$ cat src/rtl/turf_acknack_merge.sv
// Merges the ACK and NACK acknack streams into one registered frame-buffer stream.
// Round-robin fairness, source-forced allow bit, duplicate suppression, and saturating statistics.
module turf_acknack_merge #(
   parameter int ADDR_BITS = 12,
   parameter int CNT_BITS  = 32,
   parameter int DROP_BITS = 16
) (
   input  logic                 aclk,
   input  logic                 aresetn,
   input  logic                 event_open_i,
   input  logic [15:0]          s_ack_tdata,
   input  logic                 s_ack_tvalid,
   output logic                 s_ack_tready,
   input  logic [15:0]          s_nack_tdata,
   input  logic                 s_nack_tvalid,
   output logic                 s_nack_tready,
   output logic [15:0]          m_fb_tdata,
   output logic                 m_fb_tvalid,
   input  logic                 m_fb_tready,
   output logic [CNT_BITS-1:0]  ack_count_o,
   output logic [CNT_BITS-1:0]  nack_count_o,
   output logic [DROP_BITS-1:0] drop_count_o
);

   localparam logic GRANT_ACK  = 1'b0;
   localparam logic GRANT_NACK = 1'b1;

   logic        m_valid_reg, m_valid_next;
   logic [15:0] m_data_reg, m_data_next;
   logic        last_grant_reg, last_grant_next;
   logic        last_fwd_valid_reg, last_fwd_valid_next;
   logic [15:0] last_fwd_reg, last_fwd_next;
   logic [DROP_BITS-1:0] drop_reg;

   logic        load;
   logic        grant_ack, grant_nack;
   logic        accept;
   logic [15:0] sel_word;
   logic        dup;
   logic [1:0]  fwd_inc;
   logic        drop_inc;

   // Per-source formatting and forwarded-command statistics; index 0 is ACK, 1 is NACK.
   genvar gi;
   generate
      for (gi = 0; gi < 2; gi++) begin : g_src
         localparam logic ALLOW = (gi == 0);
         logic [15:0]         raw;
         logic [15:0]         word;
         logic                unused_hi;
         logic [CNT_BITS-1:0] cnt_reg;

         assign raw       = (gi == 0) ? s_ack_tdata : s_nack_tdata;
         assign word      = {ALLOW, 15'(raw[ADDR_BITS-1:0])};
         assign unused_hi = ^raw[15:ADDR_BITS];

         always_ff @(posedge aclk) begin
            if (!aresetn) begin
               cnt_reg <= '0;
            end else if (fwd_inc[gi] && (cnt_reg != {CNT_BITS{1'b1}})) begin
               cnt_reg <= cnt_reg + CNT_BITS'(1);
            end
         end
      end
   endgenerate

   assign load = !m_valid_reg || m_fb_tready;

   // On a tie the source that did not win last time gets the slot.
   assign grant_ack  = s_ack_tvalid && (!s_nack_tvalid || (last_grant_reg == GRANT_NACK));
   assign grant_nack = s_nack_tvalid && !grant_ack;

   assign s_ack_tready  = !event_open_i || (grant_ack && load);
   assign s_nack_tready = !event_open_i || (grant_nack && load);

   assign accept   = event_open_i && (grant_ack || grant_nack) && load;
   assign sel_word = grant_nack ? g_src[1].word : g_src[0].word;
   assign dup      = last_fwd_valid_reg && (sel_word == last_fwd_reg);

   always_comb begin
      m_valid_next        = m_valid_reg && !m_fb_tready;
      m_data_next         = m_data_reg;
      last_grant_next     = last_grant_reg;
      last_fwd_valid_next = last_fwd_valid_reg;
      last_fwd_next       = last_fwd_reg;
      fwd_inc             = 2'b00;
      drop_inc            = 1'b0;
      if (!event_open_i) begin
         last_fwd_valid_next = 1'b0;
      end else if (accept) begin
         last_grant_next = grant_nack;
         if (dup) begin
            drop_inc = 1'b1;
         end else begin
            m_data_next          = sel_word;
            m_valid_next         = 1'b1;
            last_fwd_next        = sel_word;
            last_fwd_valid_next  = 1'b1;
            fwd_inc[grant_nack]  = 1'b1;
         end
      end
   end

   always_ff @(posedge aclk) begin
      if (!aresetn) begin
         m_valid_reg        <= 1'b0;
         m_data_reg         <= 16'h0000;
         last_grant_reg     <= GRANT_NACK;
         last_fwd_valid_reg <= 1'b0;
         last_fwd_reg       <= 16'h0000;
      end else begin
         m_valid_reg        <= m_valid_next;
         m_data_reg         <= m_data_next;
         last_grant_reg     <= last_grant_next;
         last_fwd_valid_reg <= last_fwd_valid_next;
         last_fwd_reg       <= last_fwd_next;
      end
   end

   always_ff @(posedge aclk) begin
      if (!aresetn) begin
         drop_reg <= '0;
      end else if (drop_inc && (drop_reg != {DROP_BITS{1'b1}})) begin
         drop_reg <= drop_reg + DROP_BITS'(1);
      end
   end

   assign m_fb_tvalid  = m_valid_reg;
   assign m_fb_tdata   = m_data_reg;
   assign ack_count_o  = g_src[0].cnt_reg;
   assign nack_count_o = g_src[1].cnt_reg;
   assign drop_count_o = drop_reg;

endmodule

$ cat config.mk
export PLATFORM = sky130hd
export DESIGN_NAME = turf_acknack_merge
export DESIGN_NICKNAME = d
export VERILOG_FILES = /design/src/rtl/turf_acknack_merge.sv
export SDC_FILE = /design/constraint.sdc
export NUM_CORES = 1
export LEC_CHECK = 0
export CORE_MARGIN = 8
export CORE_UTILIZATION = 41
export CTS_CLUSTER_SIZE = 25
export DETAILED_ROUTE_END_ITERATION = 16
export PLACE_DENSITY = 0.76
export SLEW_MARGIN = 10
export SYNTH_ARGS = -nofsm -noshare
export SYNTH_HDL_FRONTEND = slang
export SYNTH_SLANG_ARGS = --single-unit
$ cat constraint.sdc
create_clock -name aclk -period 3 [get_ports aclk]
set_clock_uncertainty 0.2 [all_clocks]
set_input_delay 0.6 -clock aclk [delete_from_list [all_inputs] [get_ports aclk]]
set_output_delay 0.6 -clock aclk [all_outputs]
set_load 0.01 [all_outputs]
---- After elaboration in Yosys (flattened, before gate mapping) ----
Cells that the tools add are included.
storage, ports and cells
  register bits ........................... 99
  logic and storage cells ................. 55
  bits of input ports ..................... 38
  output and inout bits ................... 99
cells by class
  add/sub/neg operators ................... 3
  magnitude comparators ................... 2
  muxes and demuxes ....................... 12
  bitwise gates (word level) .............. 1
  reduce and logical (&&, ||, !) cells .... 26
  equal/unequal tests ..................... 4
operators with widths
  operator                                                                      number
  32-bit by 1-bit adder with 32-bit output, second input constant               2
  32-bit inequality test, second input constant                                 2
  16-bit by 1-bit adder with 16-bit output, second input constant               1
  16-bit == test                                                                1
  16-bit two-way mux                                                            1
  16-bit inequality test, second input constant                                 1
  1-bit logical AND                                                             12
  1-bit two-way mux                                                             7
  2-bit two-way mux                                                             3
  2-bit AND reduction                                                           3
  1-bit logical NOT                                                             5
  1-bit logical OR                                                              5
  3-bit AND reduction                                                           1
  1-bit by 2-bit less-than comparator with 1-bit output, second input constant  1
  1-bit demux with 1-bit select                                                 1
  1-bit greater-or-equal comparator, second input constant                      1
  1-bit inverter                                                                1

---- Depth between registers and ports, before layout ----
Gate-level depths: netlist of the first run.
  word-level depth ........................ 13
  mapped depth ............................ 12
  depth with buffers taken out ............ 8

---- Least setup slack after synthesis of the first run ----
No wires, ideal clock.
  path kind ............................... input to register
  start ................................... in s_nack_tvalid
  end ..................................... reg g_src[1].cnt_reg[24] (netlist: nack_count_o[24])
  data required time ...................... 2.668 ns
  slack ................................... 0.164 ns
  data arrival time ....................... 2.504 ns
  stages on the path ...................... 12
  setup time .............................. 0.132 ns
  cell sequence ........................... a21boi_4 > buf_8 > mux2i_1 > xnor2_2 > nor2_1 > and3_1 > buf_6 > buf_8 > buf_12 > buf_2 > o31ai_1 > a21oi_1
on the way
  longest elaborated chain between the ends .. 13
  elaborated cells on any way between the ends .. 20
ends and longest elaborated chain
  element                                                                                                                                  line  text
  from (decl)                                                                                                                              15    input logic s_nack_tvalid,
  1-bit logical NOT                                                                                                                        70    assign grant_ack = s_ack_tvalid && (!s_nack_tvalid || (last_grant_reg == GRANT_NACK));
  1-bit logical OR                                                                                                                         70
  1-bit logical AND                                                                                                                        70
  1-bit logical NOT                                                                                                                        71    assign grant_nack = s_nack_tvalid && !grant_ack;
  1-bit logical AND                                                                                                                        71
  1-bit by 2-bit less-than comparator with 1-bit output (not written as such) / 1-bit greater-or-equal comparator (equally long branches)  99    fwd_inc[grant_nack] = 1'b1;
  1-bit logical AND (not written as such)                                                                                                  99
  1-bit two-way mux (not written as such)                                                                                                  99
  1-bit demux with 1-bit select                                                                                                            99
  2-bit two-way mux                                                                                                                        92    if (dup) begin
  2-bit two-way mux (*)                                                                                                                    90    end else if (accept) begin
  2-bit two-way mux (*)                                                                                                                    88    if (!event_open_i) begin
  1-bit logical AND (*)                                                                                                                    60    end else if (fwd_inc[gi] && (cnt_reg != {CNT_BITS{1'b1}})) begin
  to (signal assigned)                                                                                                                     61    cnt_reg <= cnt_reg + CNT_BITS'(1);
  to (decl)                                                                                                                                51    logic [CNT_BITS-1:0] cnt_reg;
Every way passes the cells marked *; elsewhere a longest branch is shown, timed or not.
A chain may end at the register's enable or synchronous reset.

---- Worst setup path after layout of the first run ----
  start ................................... in s_ack_tdata[11]
  end ..................................... reg drop_reg[11] (netlist: drop_count_o[11])
on the way
  longest elaborated chain between the ends .. 7
ends and longest elaborated chain
  element               line  text
  from (decl)           11    input logic [15:0] s_ack_tdata,
  16-bit two-way mux    77    assign sel_word = grant_nack ? g_src[1].word : g_src[0].word;
  16-bit == test        78    assign dup = last_fwd_valid_reg && (sel_word == last_fwd_reg);
  1-bit logical AND     78
  1-bit two-way mux     92
  1-bit two-way mux     90
  1-bit two-way mux     88
  1-bit logical AND     123   end else if (drop_inc && (drop_reg != {DROP_BITS{1'b1}})) begin
  to (signal assigned)  124   drop_reg <= drop_reg + DROP_BITS'(1);
  to (decl)             33    logic [DROP_BITS-1:0] drop_reg;
Every way passes these cells.

==> results of run 1 <==
## power by group through the flow
stage          registers, uW  logic (uW)  clock network (uW)
2_1_floorplan           1350         161                   0
3_3_place_gp            1350         315                   0
3_5_place_dp            1350         323                   0
4_1_cts                 1320         336                1160
5_1_grt                 1330         368                1210
6_report                1320         341                1140
## metal layers
metal	vias to the layer above	routed length (um)
li1	2766	-
met1	2838	7030
met2	187	8440
met3	16	1060
met4	0	193
met5	-	0
## synthesized netlist by cell type, types with 10 or more instances
library cell  count
o31ai_1          53
dfxtp_1          96
and3_1           10
mux2i_1          19
a21oi_1          79
o21ai_0          13
or4_1            54
and2_1           10
nand2b_1         18
nand2_1          45
clkbuf_1         25
nand3_1          37
or3_1            11
nor2_1           23
nand4_1          24
a311oi_1         12
inv_1            17
buf_2            11
## logic make-up (layout without fill, tap and decap cells)
group	Yosys count	after routing	synth area share [%]
simple gates	265	265	28.4
mux	20	20	3.78
buf+inv	70	206	6.89
other cells	1	3	0.0695
flops	96	96	35.6
xor+xnor	8	8	1.44
fa+ha+maj	3	3	0.696
compound gates	186	187	23.1
## through the flow
step | hold slack [ns] | setup TNS, ns | setup slack [ns] | total power [uW]
after floorplan | 0.285 | 0 | 0.164 | 1510
after global placement | 0.268 | -45.55 | -0.610 | 1660
after detailed placement | 0.277 | -49.55 | -0.679 | 1670
after CTS | 0.291 | 0 | 0.0213 | 2810
after global routing | 0.302 | -0.133 | -0.0299 | 2900
final | 0.286 | 0 | 0.0736 | 2800
## worst max-delay path, cell delays in order
cell and delay [ns]:
clkdlybuf4s50_1 0.42, nand2b_1 0.09, o221ai_2 0.09, or4_4 0.44
a211oi_4 0.33, nand4_1 0.24, buf_6 0.19, or4_4 0.47
a21oi_2 0.14
## how the worst max path moves through the flow
stage,start,endpoint,depth (start not counted)
final,s_ack_tdata[11],drop_count_o[11],9
after global routing,s_nack_tdata[5],drop_count_o[11],9
after CTS,s_ack_tdata[7],drop_count_o[11],9
after detailed placement,s_nack_tvalid,ack_count_o[24],10
after global placement,s_nack_tvalid,nack_count_o[16],10
after floorplan,s_nack_tvalid,nack_count_o[24],12
## layout make-up
type                            count  area, sq um  share of cell area (%)
Multi-Input combinational cell    486         3230                    43.4
Tap cell                          176          220                    2.96
Sequential cell                    96         1920                    25.8
Clock buffer                       12          236                    3.18
Timing Repair Buffer              172         1720                    23.1
Clock inverter                      4         45.0                   0.606
Inverter                           18         67.6                   0.908
## timing repair
item / 4_1_cts / 5_1_grt
cloned: 2 / 2
setup buffers: 1 / 1
setup endpoints to repair: 78 / 57
pin swaps: 1 / 16
gates resized for setup: 7 / 24
==> results_dict.tcl, run 1 <==
set metrics [dict create \
    outcome "finished, final reports clean" \
    grtUsageMet3_pct 3.86 \
    nets 824 \
    die_h_um 131 \
    drtIter0Drc 521 \
    cts_max_path_buffers 2 \
    gp_congestion 0.846 \
    ys_warn_count 0 \
    finalMaxSlewViolations 0 \
    p_leak_uw 0.00239 \
    power_density_nw_per_um2 377 \
    hold_class "flop to flop" \
    clock_latency_ns 0.34 \
    switching_share_pct 24.9 \
    die_width_um 131 \
    design_area_sq_um 7440 \
    synth_area_per_cell_sq_um 8.31 \
    port_buffers 125 \
    area.growth.synth_to_final_pct 37.8 \
    relSlewSlack_pct 64.2 \
    yosys.area.top_type "dfxtp_1" \
    timing.rr.start "last_grant_reg" \
    cts-hold-fix-buffers 0 \
    drive_above_1_share_pct 11.3 \
    wirelength_mm 16.7 \
    coreArea_sq_um 13000 \
    max_freq_ghz 0.342 \
    rr_worst_depth 7 \
    top_usage_layer "met2" \
    synthTopCellsByArea "dfxtp_1, or4_1, o31ai_1" \
    met2_usage_pct 33.6 \
    grt_pass1_wl_mm 26.5 \
    hpwl_mm 11.3 \
    r2r_end "drop_count_o[11]" \
    seq_area_frac_synth_pct 35.6 \
    hold_violations 0 \
    hold_depth 2 \
    worst_slew_pin_slew_ns 0.537 \
    antenna_found_initial 0 \
    grt_pass1_vias 5431 \
    required_ns 3.08 \
    routed-via-count 5807 \
    grt_overflow_total 0 \
    seq_power_share_pct 47.2 \
    rows 42 \
    final_cells 964 \
    cts_sinks 96 \
    drtAntennaViolNets 0 \
    placed_area_sq_um 6980 \
    r2r_setup_slack_ns 0.15 \
    cp_max_fo 5 \
    ys_types 63 \
    setup_viol 0 \
    synthCells 649 \
    maxCapViolations 0 \
    syn_area_sq_um 5400 \
    grt_max_degree 52 \
    initial_utilization_pct 41.4 \
    worst_setup_path_end_kind "flop" \
    num_io_pins 137 \
    hold_start "nack_count_o[25]" \
    async_flop_share_pct 0 \
    p_int_uw 2100 \
    fin_util_pct 57.1 \
    min_period_ns 2.93 \
    cts_tree "done" \
    path_clk_slew_ns 0.07 \
    cts_buffers 9 \
    final_cell_mix "clkdlybuf4s50_1, dfxtp_1, a21oi_1" \
    dr.pass1.iters 6 \
    drc 0 \
    htreeDepth 3 \
    fp.dieArea_sq_um 17100 \
    grt_usage_pct 19.1 \
    pwr-share-clk_pct 40.6 \
    grt_use_met1_pct 22.7 \
    final_common_cell "clkdlybuf4s50_1" \
    peakVddDrop_uv 239 \
    arrival_ns 3.01 \
    ys_seq_elements 96 \
    net-switching-power_uw 697 \
    power_frac_comb_pct 12.2 \
    finalCritPeriodShare_pct 97.5 \
    cts_root_buffer "clkbuf_16" \
    critical_path_class "input pin to flop" \
    whs_endpoint "nack_count_o[25]" \
    antenna_cells 0 \
    nFillCells 1188 \
    via_per_inst 6.02 \
    synth_top_cell_area_share_pct 35.6 \
    placed_cells 942 \
    cp-start-kind "input pin" \
    wl_per_cell_um 17.3 \
    synth_top_flop_cell "dfxtp_1" \
    synth-edff-count 0 \
]
Note: power is estimated with default switching activity, not from simulation.
==> run 2, diff against run 1 <==
Settings changed: CAP_MARGIN set to 20, PLACE_DENSITY 0.76 to 0.69.
==> results_dict.tcl, run 2 (synthesis results as in run 1) <==
set metrics [dict create \
    outcome "finished, final reports clean" \
    final_cell_mix "clkdlybuf4s50_1, dfxtp_1, a21oi_1" \
    timing.rr.start "last_fwd_reg[7]" \
    drc 0 \
    grt_pass1_wl_mm 26.5 \
    design_area_sq_um 7580 \
    die_width_um 131 \
    cts_root_buffer "clkbuf_16" \
    hold_violations 0 \
    antenna_cells 0 \
    port_buffers 125 \
    worstPathCellList "clkdlybuf4s50_1, inv_1, a222oi_1, nand4_1, a211oi_4, nand4_1, buf_6, or4_4, a21oi_2" \
    path_clk_slew_ns 0.07 \
    initial_utilization_pct 41.4 \
    critPathBufInv 3 \
    critical_path_class "input pin to flop" \
    cts-hold-fix-buffers 0 \
    cp_max_fo 6 \
    dr.pass1.iters 6 \
    cts_sinks 96 \
    fp.dieArea_sq_um 17100 \
    wirelength_mm 16.7 \
    cp_top_family "simple AND/OR/NAND/NOR gates" \
    setup_viol 0 \
    r2r_end "drop_count_o[13]" \
    grt_pass1_vias 5424 \
    dp_slack_ns -0.571 \
    r2r_setup_slack_ns 0.21 \
    finalMaxSlewViolations 0 \
    nFillCells 1200 \
    grt_usage_pct 19.2 \
    worst_path_largest_cell_delay_ns 0.48 \
    via_per_inst 5.90 \
    die_h_um 131 \
    cts_buffers 9 \
    placed_area_sq_um 7000 \
    setup_ws_ns 0.0464 \
    num_io_pins 137 \
    fin_util_pct 58.2 \
    routed-via-count 5731 \
    antenna_found_initial 0 \
    p_leak_uw 0.00245 \
    hold_depth 2 \
    grt_overflow_total 0 \
    coreArea_sq_um 13000 \
    drtAntennaViolNets 0 \
    worst_slew_pin_slew_ns 0.742 \
    crit_cells 9 \
    finalCritPeriodShare_pct 98.5 \
    rr_worst_depth 8 \
    nets 831 \
    peakVddDrop_uv 235 \
    maxCapViolations 0 \
    timing.critical_path.mode_cell "nand4_1" \
    cts_tree "done" \
    cp_slowest_cell "or4_4" \
    area.growth.synth_to_final_pct 40.5 \
    power_density_nw_per_um2 400 \
    required_ns 3.08 \
    grt_max_degree 48 \
    arrival_ns 3.04 \
    max_freq_ghz 0.339 \
    final_common_cell "clkdlybuf4s50_1" \
    clock_latency_ns 0.35 \
    cp-start-kind "input pin" \
    hpwl_mm 11.6 \
    power_uw 3030 \
    cp-startpoint "s_nack_tdata[5]" \
    cts_max_path_buffers 2 \
    drtIter0Drc 470 \
    gp_congestion 0.898 \
    min_period_ns 2.95 \
    htreeDepth 3 \
    setup.worst_path.end "drop_count_o[13]" \
    worst_setup_path_end_kind "flop" \
    drive_above_1_share_pct 13.6 \
    relSlewSlack_pct 50.5 \
    wl_per_cell_um 17.2 \
    rows 42 \
    hold_class "flop to flop" \
]
## run 2: layer usage
metal	up-vias	GRT usage [%]	wire, um	share of wire [%]
met5	-	0	0	0
met4	0	7.63	307	1.8
met3	28	4.83	1170	7.0
met2	173	31.8	8010	48
met1	2732	23.3	7240	43
li1	2798	-	-	-
## run 2: tightest hold or removal path, stage by stage (launching register included)
cell	delay (ns)
dfxtp_1	0.33
nand2_1	0.06
mux2i_1	0.05
## run 2: how the worst min path moves through the flow
stage                             startpoint                 end  slack (ns)
after floorplan           last_fwd_valid_reg  last_fwd_valid_reg        0.29
after global placement       ack_count_o[14]     ack_count_o[14]        0.27
after detailed placement      ack_count_o[7]      ack_count_o[7]        0.28
after CTS                     ack_count_o[7]      ack_count_o[7]        0.28
after global routing          ack_count_o[7]      ack_count_o[7]        0.32
final                         ack_count_o[7]      ack_count_o[7]        0.29
## run 2: cell type report
type,instances,area [sq um],area share [%]
clock buffer,11,253,3.33
clock inverter,5,103,1.35
sequential,96,1920,25.4
inverter,18,67.6,0.891
tap,176,220,2.90
timing repair buffer,179,1770,23.3
multi-input combinational,486,3250,42.8
## run 2: metrics by stage
| stage | TNS (ns) | instances | hold slack [ns] |
|---|---|---|---|
| final | 0 | 971 | 0.286 |
| after global routing | -0.0186 | 971 | 0.320 |
| after CTS | 0 | 968 | 0.281 |
| after detailed placement | -40.14 | 946 | 0.278 |
| after global placement | -34.26 | 946 | 0.269 |
| after floorplan | 0 | 651 | 0.285 |
## run 2: where the power goes
group          total [uW]  internal (uW)  switching (uW)
combinational         338            164             174
clock                1370            859             507
sequential           1330           1290            30.3
total                3030           2320             712
## run 2: timing repair
item | in CTS | in global routing
setup endpoints to repair | 76 | 59
pin swaps | 4 | 14
gates cloned | 2 | 2
buffers inserted | 4 | 1
gates resized for setup | 11 | 31
==> run 3, diff against run 2 <==
Settings changed: HOLD_SLACK_MARGIN set to 0.08.
==> results of run 3 <==
Final layout, timing and power as in run 2 (identical DEF).
